<file path="config.mk">
export PLATFORM = sky130hd
export DESIGN_NAME = omr_machine_flat
export DESIGN_NICKNAME = d
export VERILOG_FILES = /design/src/rtl/omr_pkg.sv /design/src/rtl/omr_machine_if.sv /design/src/rtl/omr_answer_compare.sv /design/src/rtl/omr_machine.sv /design/src/flat_wrapper.sv
export SDC_FILE = /design/constraint.sdc
export NUM_CORES = 1
export LEC_CHECK = 0
export CORE_MARGIN = 2
export CORE_UTILIZATION = 55
export DETAILED_ROUTE_END_ITERATION = 10
export DONT_BUFFER_PORTS = 1
export GPL_TIMING_DRIVEN = 1
export PLACE_DENSITY = 0.72
export RECOVER_POWER = 25
export SLEW_MARGIN = 10
export SYNTH_ARGS = -nofsm -noshare
export SYNTH_HDL_FRONTEND = slang
export SYNTH_HIERARCHICAL = 1
export SYNTH_SLANG_ARGS = --single-unit
</file>
<file path="constraint.sdc">
create_clock -name clk -period 4.45 [get_ports clk]
set_clock_uncertainty 0.2 [all_clocks]
set_input_delay 0 -clock clk [delete_from_list [all_inputs] [get_ports clk]]
set_output_delay 0 -clock clk [all_outputs]
set_load 0.005 [all_outputs]
</file>
<file path="src/rtl/omr_pkg.sv">
// Shared constants, answer-code types and the negative-marking clamp
// used by the OMR grading block.
package omr_pkg;

    localparam int NUM_Q   = 10;
    localparam int ANS_W   = 4;
    localparam int SCORE_W = 4;

    // One extra bit holds 2*C without wrapping, because 2^SCORE_W > NUM_Q.
    localparam int CLAMP_W = SCORE_W + 1;

    typedef logic [ANS_W-1:0]       ans_code_t;
    typedef logic [NUM_Q*ANS_W-1:0] ans_sheet_t;
    typedef logic [SCORE_W-1:0]     score_t;

    // max(0, 2C - NUM_Q): +1 per correct answer, -1 per wrong answer, floored at zero.
    function automatic score_t neg_mark(input score_t correct_cnt);
        logic [CLAMP_W-1:0] twice;
        logic [CLAMP_W-1:0] diff;
        twice = {correct_cnt, 1'b0};
        diff  = twice - CLAMP_W'(NUM_Q);
        if (twice > CLAMP_W'(NUM_Q)) begin
            neg_mark = diff[SCORE_W-1:0];
        end else begin
            neg_mark = '0;
        end
    endfunction

endpackage

</file>
<file path="src/rtl/omr_machine_if.sv">
// Sheet/key input bundle and registered score outputs of the grader.
// in_valid is a push-only strobe: every cycle it is high the grader
// consumes the sheet at that edge; there is no ready and no backpressure.
interface omr_machine_if;
    import omr_pkg::*;

    logic       in_valid;
    ans_sheet_t correct_answers;
    ans_sheet_t student_answers;
    score_t     score1;
    score_t     score;
    logic       out_valid;

    modport master (
        output in_valid,
        output correct_answers,
        output student_answers,
        input  score1,
        input  score,
        input  out_valid
    );

    modport slave (
        input  in_valid,
        input  correct_answers,
        input  student_answers,
        output score1,
        output score,
        output out_valid
    );

endinterface

</file>
<file path="src/rtl/omr_answer_compare.sv">
// Single-question comparator: an answer is correct only on an exact code match,
// so a blank (all-zero) response scores only against an all-zero key.
module omr_answer_compare
    import omr_pkg::*;
(
    input  ans_code_t i_key,
    input  ans_code_t i_student,
    output logic      o_match
);

    assign o_match = (i_key == i_student);

endmodule

</file>
<file path="src/rtl/omr_machine.sv">
// OMR sheet grader: per-question compare, popcount and negative-marking clamp
// feed one register stage, so results appear one cycle after in_valid.
module omr_machine
    import omr_pkg::*;
(
    input  logic          clk,
    input  logic          reset,
    omr_machine_if.slave  bus
);

    logic [NUM_Q-1:0] w_match;
    score_t           w_correct_cnt;
    score_t           w_neg_score;

    score_t           r_score1;
    score_t           r_score;
    logic             r_out_valid;

    for (genvar gi = 0; gi < NUM_Q; gi++) begin : g_cmp
        omr_answer_compare u_cmp (
            .i_key     (bus.correct_answers[ANS_W*gi +: ANS_W]),
            .i_student (bus.student_answers[ANS_W*gi +: ANS_W]),
            .o_match   (w_match[gi])
        );
    end

    always_comb begin
        w_correct_cnt = '0;
        for (int i = 0; i < NUM_Q; i++) begin
            w_correct_cnt = w_correct_cnt + SCORE_W'(w_match[i]);
        end
    end

    assign w_neg_score = neg_mark(w_correct_cnt);

    // Reset wins over in_valid, discarding any grade presented on the same edge.
    always_ff @(posedge clk) begin
        if (reset) begin
            r_score1    <= '0;
            r_score     <= '0;
            r_out_valid <= 1'b0;
        end else begin
            r_out_valid <= bus.in_valid;
            if (bus.in_valid) begin
                r_score1 <= w_correct_cnt;
                r_score  <= w_neg_score;
            end
        end
    end

    assign bus.score1    = r_score1;
    assign bus.score     = r_score;
    assign bus.out_valid = r_out_valid;

endmodule

</file>
<file path="src/flat_wrapper.sv">
// flat-port wrapper written by rule: the top's interface ports become plain ports
module omr_machine_flat import omr_pkg::*;
  (clk, reset, bus_in_valid, bus_correct_answers, bus_student_answers, bus_score1, bus_score, bus_out_valid);
  omr_machine_if bus_i ();
  input  logic clk;
  input  logic reset;
  input wire logic [$bits(bus_i.in_valid)-1:0] bus_in_valid;
  input wire logic [$bits(bus_i.correct_answers)-1:0] bus_correct_answers;
  input wire logic [$bits(bus_i.student_answers)-1:0] bus_student_answers;
  output wire logic [$bits(bus_i.score1)-1:0] bus_score1;
  output wire logic [$bits(bus_i.score)-1:0] bus_score;
  output wire logic [$bits(bus_i.out_valid)-1:0] bus_out_valid;
  assign bus_i.in_valid = bus_in_valid;
  assign bus_i.correct_answers = bus_correct_answers;
  assign bus_i.student_answers = bus_student_answers;
  assign bus_score1 = bus_i.score1;
  assign bus_score = bus_i.score;
  assign bus_out_valid = bus_i.out_valid;
  omr_machine u_core (.clk(clk), .reset(reset), .bus(bus_i));
endmodule
</file>
**Word level (Yosys, flattened, before mapping)**

Index checks and enable logic that the tools add are counted.

- Flip-flop bits (word level): 9

- $add $sub $neg: 10
- $lt $le $gt $ge: 1
- Equal/unequal tests: 10
- Muxes and demuxes: 1

Operators with widths:

| kind | number |
|---|---|
| $eq 4x4->1 | 10 |
| $add 4x1->4 | 8 |
| $gt 5x4->1 const B | 1 |
| $mux 4 | 1 |
| $sub 4x4->4 const B | 1 |
| $add 1x1->2 | 1 |

**Logic depth before layout (Yosys ltp)**

Gate-level depths: netlist (run 1).

- Depth in word-level cells: 12
- Mapped depth: 13
- Gate-level depth less buffers: 13

**Cells and area by module**

Netlist (run 1), hierarchy kept.

By module, submodules not included:

| module | times used | cells an instance | area an instance (µm²) |
|---|---|---|---|
| omr_machine | 1 | 57 | 558.0 |
| omr_answer_compare | 10 | 5 | 47.5 |

**Least setup slack after synthesis (run 1)**

OpenSTA, ideal clock, no wires.

- Path type: input port to flip-flop
- From: input port bus_student_answers[21]
- To: register u_core.r_score[2] (netlist: u_core/bus.score[2])
- Data arrival time: 3.384 ns
- Path slack: 0.771 ns
- Stages: 13
- Cells stage by stage: xor2_1 nor4_2 inv_1 fa_1 fa_1 fa_1 inv_1 ha_1 inv_1 fa_1 ha_1 o32a_1 o41ai_2

- Longest elaborated chain between the ends: 8

RTL lines:

| item | line | source |
|---|---|---|
| start: declaration | flat_wrapper.sv:9 | `input wire logic [$bits(bus_i.student_answers)-1:0] bus_student_answers;` |
| $eq 4x4->1 (*) | omr_answer_compare.sv:11 | `assign o_match = (i_key == i_student);` |
| net u_core.w_match[5] | omr_machine.sv:11 | `logic [NUM_Q-1:0] w_match;` |
| $add 4x1->4 (*) (5 in a row) | omr_machine.sv:30 | `w_correct_cnt = w_correct_cnt + SCORE_W'(w_match[i]);` |
| $sub 4x4->4 / $gt 5x4->1 (equally long branches) | omr_pkg.sv:21, omr_pkg.sv:22 |  |
| $mux 4 (*) | omr_pkg.sv:22 | `if (twice > CLAMP_W'(NUM_Q)) begin` |
| end signal: assignment | omr_machine.sv:46 | `r_score <= w_neg_score;` |
| end: declaration | omr_machine.sv:16 | `score_t r_score;` |

Mark *: on every way through the listed nets, which the timed path passes. The rest lies on a longest branch.
A chain may end at the register's enable or synchronous reset.

**Worst setup path in the final report (run 1)**

- From: input port bus_student_answers[21]
- To: register u_core.r_score1[2] (netlist: u_core/bus.score1[2])

- Longest elaborated chain between the ends: 6

RTL lines:

| item | line | source |
|---|---|---|
| $eq 4x4->1 | omr_answer_compare.sv:11 |  |
| net u_core.w_match[5] | omr_machine.sv:11 |  |
| $add 4x1->4 (5 in a row) | omr_machine.sv:30 |  |
| end signal: assignment | omr_machine.sv:45 | `r_score1 <= w_correct_cnt;` |
| end: declaration | omr_machine.sv:15 | `score_t r_score1;` |

The timed path passes the listed nets, and every way through them passes these cells.

==> results.toml, run 1 <==
[status]
outcome = "complete, no violations"

[critical_path]
end_kind = "flip-flop"
r2r-end = "u_core/bus.score1[2]"
worstSetupPathType = "in2reg"
crit_arrival_ns = 3.61
max_stage_delay_ns = 0.57
path_max_fanout = 3
critPathLaunch = "bus_student_answers[21]"
slowest_stage = "dlygate4sd3_1"
path_cells = "xor2_1 -> nor4_2 -> inv_1 -> fa_1 -> fa_1 -> fa_1 -> inv_1 -> ha_1 -> inv_1 -> fa_1 -> xnor2_1 -> a211oi_1 -> dlygate4sd3_1"
r2r_slack_ns = 3.03
startpoint_type = "input pin"
critPathRequiredTime_ns = 4.40
crit_path_frequent_cell = "fa_1"
timing.rr.start = "u_core/bus.score1[2]"
ff2ff_path_depth = 3

[floorplanning]
core_area_um2 = 1750
die_h_um = 47.4
top_level_ports = 92
die_w_um = 47.4
start_util = 0.592
row_count = 15
die_area_um2 = 2240

[clock_tree]
cts_buffers = 3
clockBufferDepth = 2
clk_latency_ns = 0.25
cts_root_buf = "clkbuf_4"
post_cts_buffers = 0
clk_pin_slew_worst_paths_ns = 0.06
h-tree-depth = 1
cts_tree = "built"
cts_num_sinks = 8

[synth]
yosysSeqAreaShare = 0.155
synthesis.nets = 200
ys_types = 24
synth_area_per_cell_um2 = 9.66
ys_seq_elements = 8
yosysWarnings = 6
synth_top_area_cell = "xor2_1"
yosys.area.top_type_share = 0.347
netlist_top_cells_area = "xor2_1, dfxtp_1, nor4_2"
netlist_area_um2 = 1030
netlist_instances = 107

[pwr]
power_density_nw_per_um2 = 216
p_leak_nw = 0.434
ir_drop_uv = 243

[cells_and_area]
drive_gt1_frac = 0.145
antenna_cells = 0
nNetsFinal = 205
syn_to_final_growth_pct = 6.54

[worst_hold_path]
hold_path_depth = 2
min_from = "bus_in_valid"
min_path_type = "in2reg"
hold_path_end = "u_core/bus.score1[2]"

[placed_design]
pre_cts_ws_ns = 0.577
place.gp.congestion = 0.669
io_buffers = 0
hpwl_um = 1830

[sta]
slew_viol_final = 0
setup_viol = 0
finalHoldViolations = 0
holdWs_ns = 0.181
setup_ws_ns = 0.794
fmax_ghz = 0.274
tns_ns = 0
rsz0062_at_grt = "no"
fin_crit_ns = 3.66
fin_crit_sh = 0.821

[drt]
first_iter_violations = 4
vias = 744
wl_per_cell_um = 15.5
drc = 0
dr.pass1.iters = 2
wirelength_um = 2090
vias_per_cell = 5.51
ant_nets = 0

[job]
drv_cap = 0

[global_routing]
first_global_vias = 777
antenna_found_initial = 0
grt_max_degree = 9
grt_pass1_wl_um = 2870
track_usage = 0.191
overflow = 0
[area by class of cell]
| type | instances | area, um^2 |
|---|---|---|
| flip-flops and latches | 8 | 160 |
| inverters | 15 | 56.3 |
| well taps | 25 | 31.3 |
| multi-input cells | 81 | 801 |
| clock buffers | 3 | 22.5 |
| fillers | 161 | 644 |
| repair buffers | 3 | 30.0 |
[routing by layer]
layer	GRT usage	vias to the layer above	share of wire	wire, um
met3	0.0538	3	0.086	180
met1	0.162	339	0.30	617
li1	-	355	-	-
met4	0.0611	0	0.0072	15
met2	0.403	47	0.61	1270
met5	0	-	0	0
[sequential cells by signal (all words and copies together) (netlist names)]
| signal | cells |
|---|---|
| u_core/bus.out_valid | 1 |
| u_core/bus.score1 | 4 |
| u_core/bus.score | 3 |
[worst max-delay path: cells and delay by family]
family | cells | cell delay, ns
fa+ha+maj | 5 | 1.97
buf+inv | 4 | 0.79
xor+xnor | 2 | 0.48
simple gates | 1 | 0.26
compound gates | 1 | 0.12
[placed cells by master (no fill, tap or decap), types with 2 or more instances in the layout]
| cell type | Yosys | routed |
|---|---|---|
| nor2_1 | 4 | 4 |
| o41ai_2 | 2 | 2 |
| dlygate4sd3_1 | 0 | 3 |
| a211oi_1 | 2 | 2 |
| ha_1 | 4 | 4 |
| xor2_1 | 41 | 41 |
| nand3_1 | 2 | 2 |
| fa_1 | 6 | 6 |
| dfxtp_1 | 8 | 8 |
| nor4_2 | 10 | 10 |
| clkbuf_4 | 0 | 3 |
| inv_1 | 14 | 14 |
[synth_stat cells (all sizes together)]
master / n
fa: 6
nand3: 2
o41ai: 2
inv: 15
xnor2: 1
mux2i: 1
a211oi: 2
clkbuf: 1
nor4: 11
o31ai: 1
xor2: 41
a21oi: 1
buf: 2
ha: 4
nand2b: 1
nor2: 4
dfxtp: 8
a32o: 1
o32a: 1
conb: 1
and2: 1
[where the power goes]
part | internal (mW) | switching [mW]
Combinational | 0.0462 | 0.0571
Sequential | 0.0755 | 0.00270
Clock | 0.0309 | 0.0258
[metrics by stage]
step	std cells	util	power, mW	area [um^2]
finish	135	0.631	0.238	1100
global route	135	0.631	0.256	1100
CTS	135	0.631	0.239	1100
detailed placement	129	0.601	0.178	1050
global placement	129	0.601	0.173	1050
floorplan	107	-	0.165	1030
[worst max-delay path by stage]
stage | end | slack (ns) | depth (start not counted)
final | u_core/bus.score1[2] | 0.79 | 13
after global routing | u_core/bus.score1[2] | 0.59 | 13
after CTS | u_core/bus.score1[2] | 0.78 | 13
after detailed placement | u_core/bus.score[1] | 0.58 | 13
after global placement | u_core/bus.score[1] | 0.68 | 13
after floorplan | u_core/bus.score[2] | 0.77 | 13
[cell families after synthesis]
family,count (synthesis),synth area share
compound gates,8,0.0775
simple gates,19,0.163
buf+inv,18,0.0702
other cells,1,0.00363
mux,1,0.00969
fa+ha+maj,10,0.165
flops,8,0.155
xor+xnor,42,0.356
[timing repair]
action	in CTS	in global routing
hold endpoints to repair	8	0
hold buffers	3	0
setup endpoints to repair	0	0
resized for setup	0	0
Power figures use the tool's default switching activity.
==> run 2: changes to the inputs <==
--- a/config.mk
+++ b/config.mk
@@ -5,12 +5,13 @@
 export SDC_FILE = /design/constraint.sdc
 export NUM_CORES = 1
 export LEC_CHECK = 0
+export ABC_AREA = 1
 export CORE_MARGIN = 2
 export CORE_UTILIZATION = 55
 export DETAILED_ROUTE_END_ITERATION = 10
 export DONT_BUFFER_PORTS = 1
 export GPL_TIMING_DRIVEN = 1
-export PLACE_DENSITY = 0.72
+export PLACE_DENSITY = 0.75
 export RECOVER_POWER = 25
 export SLEW_MARGIN = 10
 export SYNTH_ARGS = -nofsm -noshare
==> constraint.sdc (replaced) <==
create_clock -name clk -period 3.3 [get_ports clk]
set_clock_uncertainty 0.2 [all_clocks]
set_input_delay 0 -clock clk [delete_from_list [all_inputs] [get_ports clk]]
set_output_delay 0 -clock clk [all_outputs]
set_load 0.005 [all_outputs]
==> run 2 against run 1 <==
Against the previous run:
- register-to-register slack lost 0.60 ns
- sequential power up 33%
- combinational power rose by 33%
- global-route usage fell by 0.95 points
- critical path depth grew 5
- power is 34% higher
- synthesized area is 22% higher
- via count up 57%
- clock power grew 40%
- final cell count increased by 91%
- flip-flop and latch count unchanged
- wire length grew 5.3%
- highest routed layer unchanged
==> results.toml, run 2 <==
[cells_and_area]
fill_cells = 218
post-route-util = 0.614
final_cells = 258
nNetsFinal = 325
syn_to_final_growth_pct = 6.75
largest_reg_flops = 4
layout_common_cells = "nand2_1, inv_1, xnor2_1, nor2_1, dfxtp_1"
layout_commonest_cell = "nand2_1"
drive_gt1_frac = 0.0739
antenna_cells = 0

[drt]
first_iter_violations = 6
vias = 1170
ant_nets = 0
dr.pass1.iters = 2
wirelength_um = 2200
vias_per_cell = 4.53
drc = 0
wl_per_cell_um = 8.52

[clock_tree]
cts_buffers = 3
cts_root_buf = "clkbuf_4"
cts_num_sinks = 8
clk_latency_ns = 0.26
cts_tree = "built"
h-tree-depth = 1
clk_pin_slew_worst_paths_ns = 0.05
clockBufferDepth = 2

[floorplanning]
die_w_um = 51.9
core_area_um2 = 2190
start_util = 0.575
top_level_ports = 92
die_h_um = 51.9
die_area_um2 = 2690
row_count = 17

[synth]
synth.most_common_cell = "nand2_1"
ys_types = 20
synth_top_area_cell = "nand2_1"
synth_commonest_cells = "nand2_1, inv_1, xnor2_1"
ys_seq_elements = 8
async_flop_share = 0
yosysSeqAreaShare = 0.127
synthesis.nets = 320
netlist_area_um2 = 1260
netlist_instances = 227
synth-edff-count = 0
yosysWarnings = 6
synth_top_flop_cell = "dfxtp_1"
synth_area_per_cell_um2 = 5.55
netlist_top_cells_area = "nand2_1, inv_1, xnor2_1"
yosys.area.top_type_share = 0.274

[status]
outcome = "complete, no violations"

[sta]
slew_viol_final = 0
holdWs_ns = 0.174
fmax_ghz = 0.321
setup_viol = 0
fin_crit_ns = 3.11
finalHoldViolations = 0
fin_crit_sh = 0.943

[critical_path]
critPathRequiredTime_ns = 3.25
crit_arrival_ns = 3.06
end_kind = "flip-flop"
critical-path-top-delay-family = "adder cells"
worstSetupPathType = "in2reg"
max_stage_delay_ns = 0.55
slowest_stage = "fa_1"
crit_buf_inv = 4
path_max_fanout = 3
path_cells = "xnor2_2 -> nand2_1 -> nor2_1 -> inv_1 -> fa_1 -> fa_1 -> fa_1 -> inv_1 -> ha_2 -> inv_1 -> fa_1 -> ha_2 -> inv_2 -> nand3_1 -> nand2_1 -> nor2_1 -> nor2_1 -> nor2_1"
startpoint_type = "input pin"

[pwr]
power_density_nw_per_um2 = 238
finalPower_mw = 0.320
p_leak_nw = 0.784
ir_drop_uv = 155

[global_routing]
grtUsageMet1 = 0.191
grt_pass1_wl_um = 3750
use_met2 = 0.342
globalRouteMet3Util = 0.0287
track_usage = 0.181
overflow = 0
grt_max_degree = 11
grt-busiest-layer = "met2"
antenna_found_initial = 0
first_global_vias = 1075

[placed_design]
place.gp.congestion = 0.765
dp_cells = 253
io_buffers = 0
hpwl_um = 1970

[job]
drv_cap = 0

[worst_hold_path]
min_path_type = "in2reg"
[run 2: cell count changes after synthesis, sizes merged, moves of 2 or more]
cell	before	now
o21ai	0	3
a211oi	2	0
nor2	4	17
nand3	2	4
o41ai	2	0
xor2	41	0
nor4	11	0
xnor2	1	20
inv	15	62
nand2	0	93
a21oi	1	4
[run 2: what timing repair did]
item | in CTS | in global routing
endpoints found under the setup margin | 0 | 3
hold buffers | 2 | 0
endpoints found under the hold margin | 8 | 0
setup buffers | 0 | 0
resized for setup | 0 | 5
[run 2: per-layer routing]
| layer | vias to the layer above | part of all wire |
|---|---|---|
| li1 | 641 | - |
| met1 | 463 | 0.39 |
| met3 | 4 | 0.11 |
| met5 | - | 0 |
| met4 | 0 | 0.0068 |
| met2 | 62 | 0.49 |
[run 2: layout make-up]
class	count	area (um^2)	share of cell area
Multi-Input combinational cell	154	871	0.647
Timing Repair Buffer	2	20.0	0.0149
Sequential cell	8	160	0.119
Inverter	63	236	0.176
Tap cell	28	35.0	0.0260
Clock buffer	3	22.5	0.0167
[run 2: power breakdown]
part / total [mW] / internal (mW) / leakage (nW) / switching, mW
Combinational: 0.137 / 0.0673 / 0.704 / 0.0697
Sequential: 0.104 / 0.101 / 0.0655 / 0.00283
Clock: 0.0794 / 0.0419 / 0.0138 / 0.0375
[run 2: cells by family after synthesis]
family	count (synthesis)	synth area share
compound gates	8	0.0397
xor+xnor	20	0.139
fa+ha+maj	10	0.135
buf+inv	65	0.200
flops	8	0.127
other cells	1	0.00298
simple gates	115	0.357
[run 2: worst paths after layout]
| kind | from | end | slack, ns | cells past startpoint |
|---|---|---|---|---|
| setup / recovery | bus_student_answers[23] | u_core/bus.score[3] | 0.19 | 18 |
| hold / removal | bus_correct_answers[10] | u_core/bus.score1[3] | 0.17 | 8 |
| setup reg to reg | u_core/bus.score[3] | u_core/bus.score[3] | 2.43 | 4 |
| hold reg to reg | u_core/bus.score1[3] | u_core/bus.score1[3] | 0.30 | 2 |
[run 2: worst min-delay path: stages]
cell	delay [ns]
xnor2_1	0.04
nand2_1	0.05
nor2_1	0.05
ha_2	0.18
nand2_1	0.05
nand2_1	0.06
nand3_1	0.09
a21oi_1	0.06
[run 2: through the flow]
step	setup TNS, ns	worst slack (ns)	cell area, um^2
detailed placement	-0.322	-0.110	1280
global placement	-0.197	-0.0673	1280
finish	0	0.189	1350
CTS	0	0.161	1330
floorplan	0	0.00557	1260
global route	-0.0111	-0.00859	1350
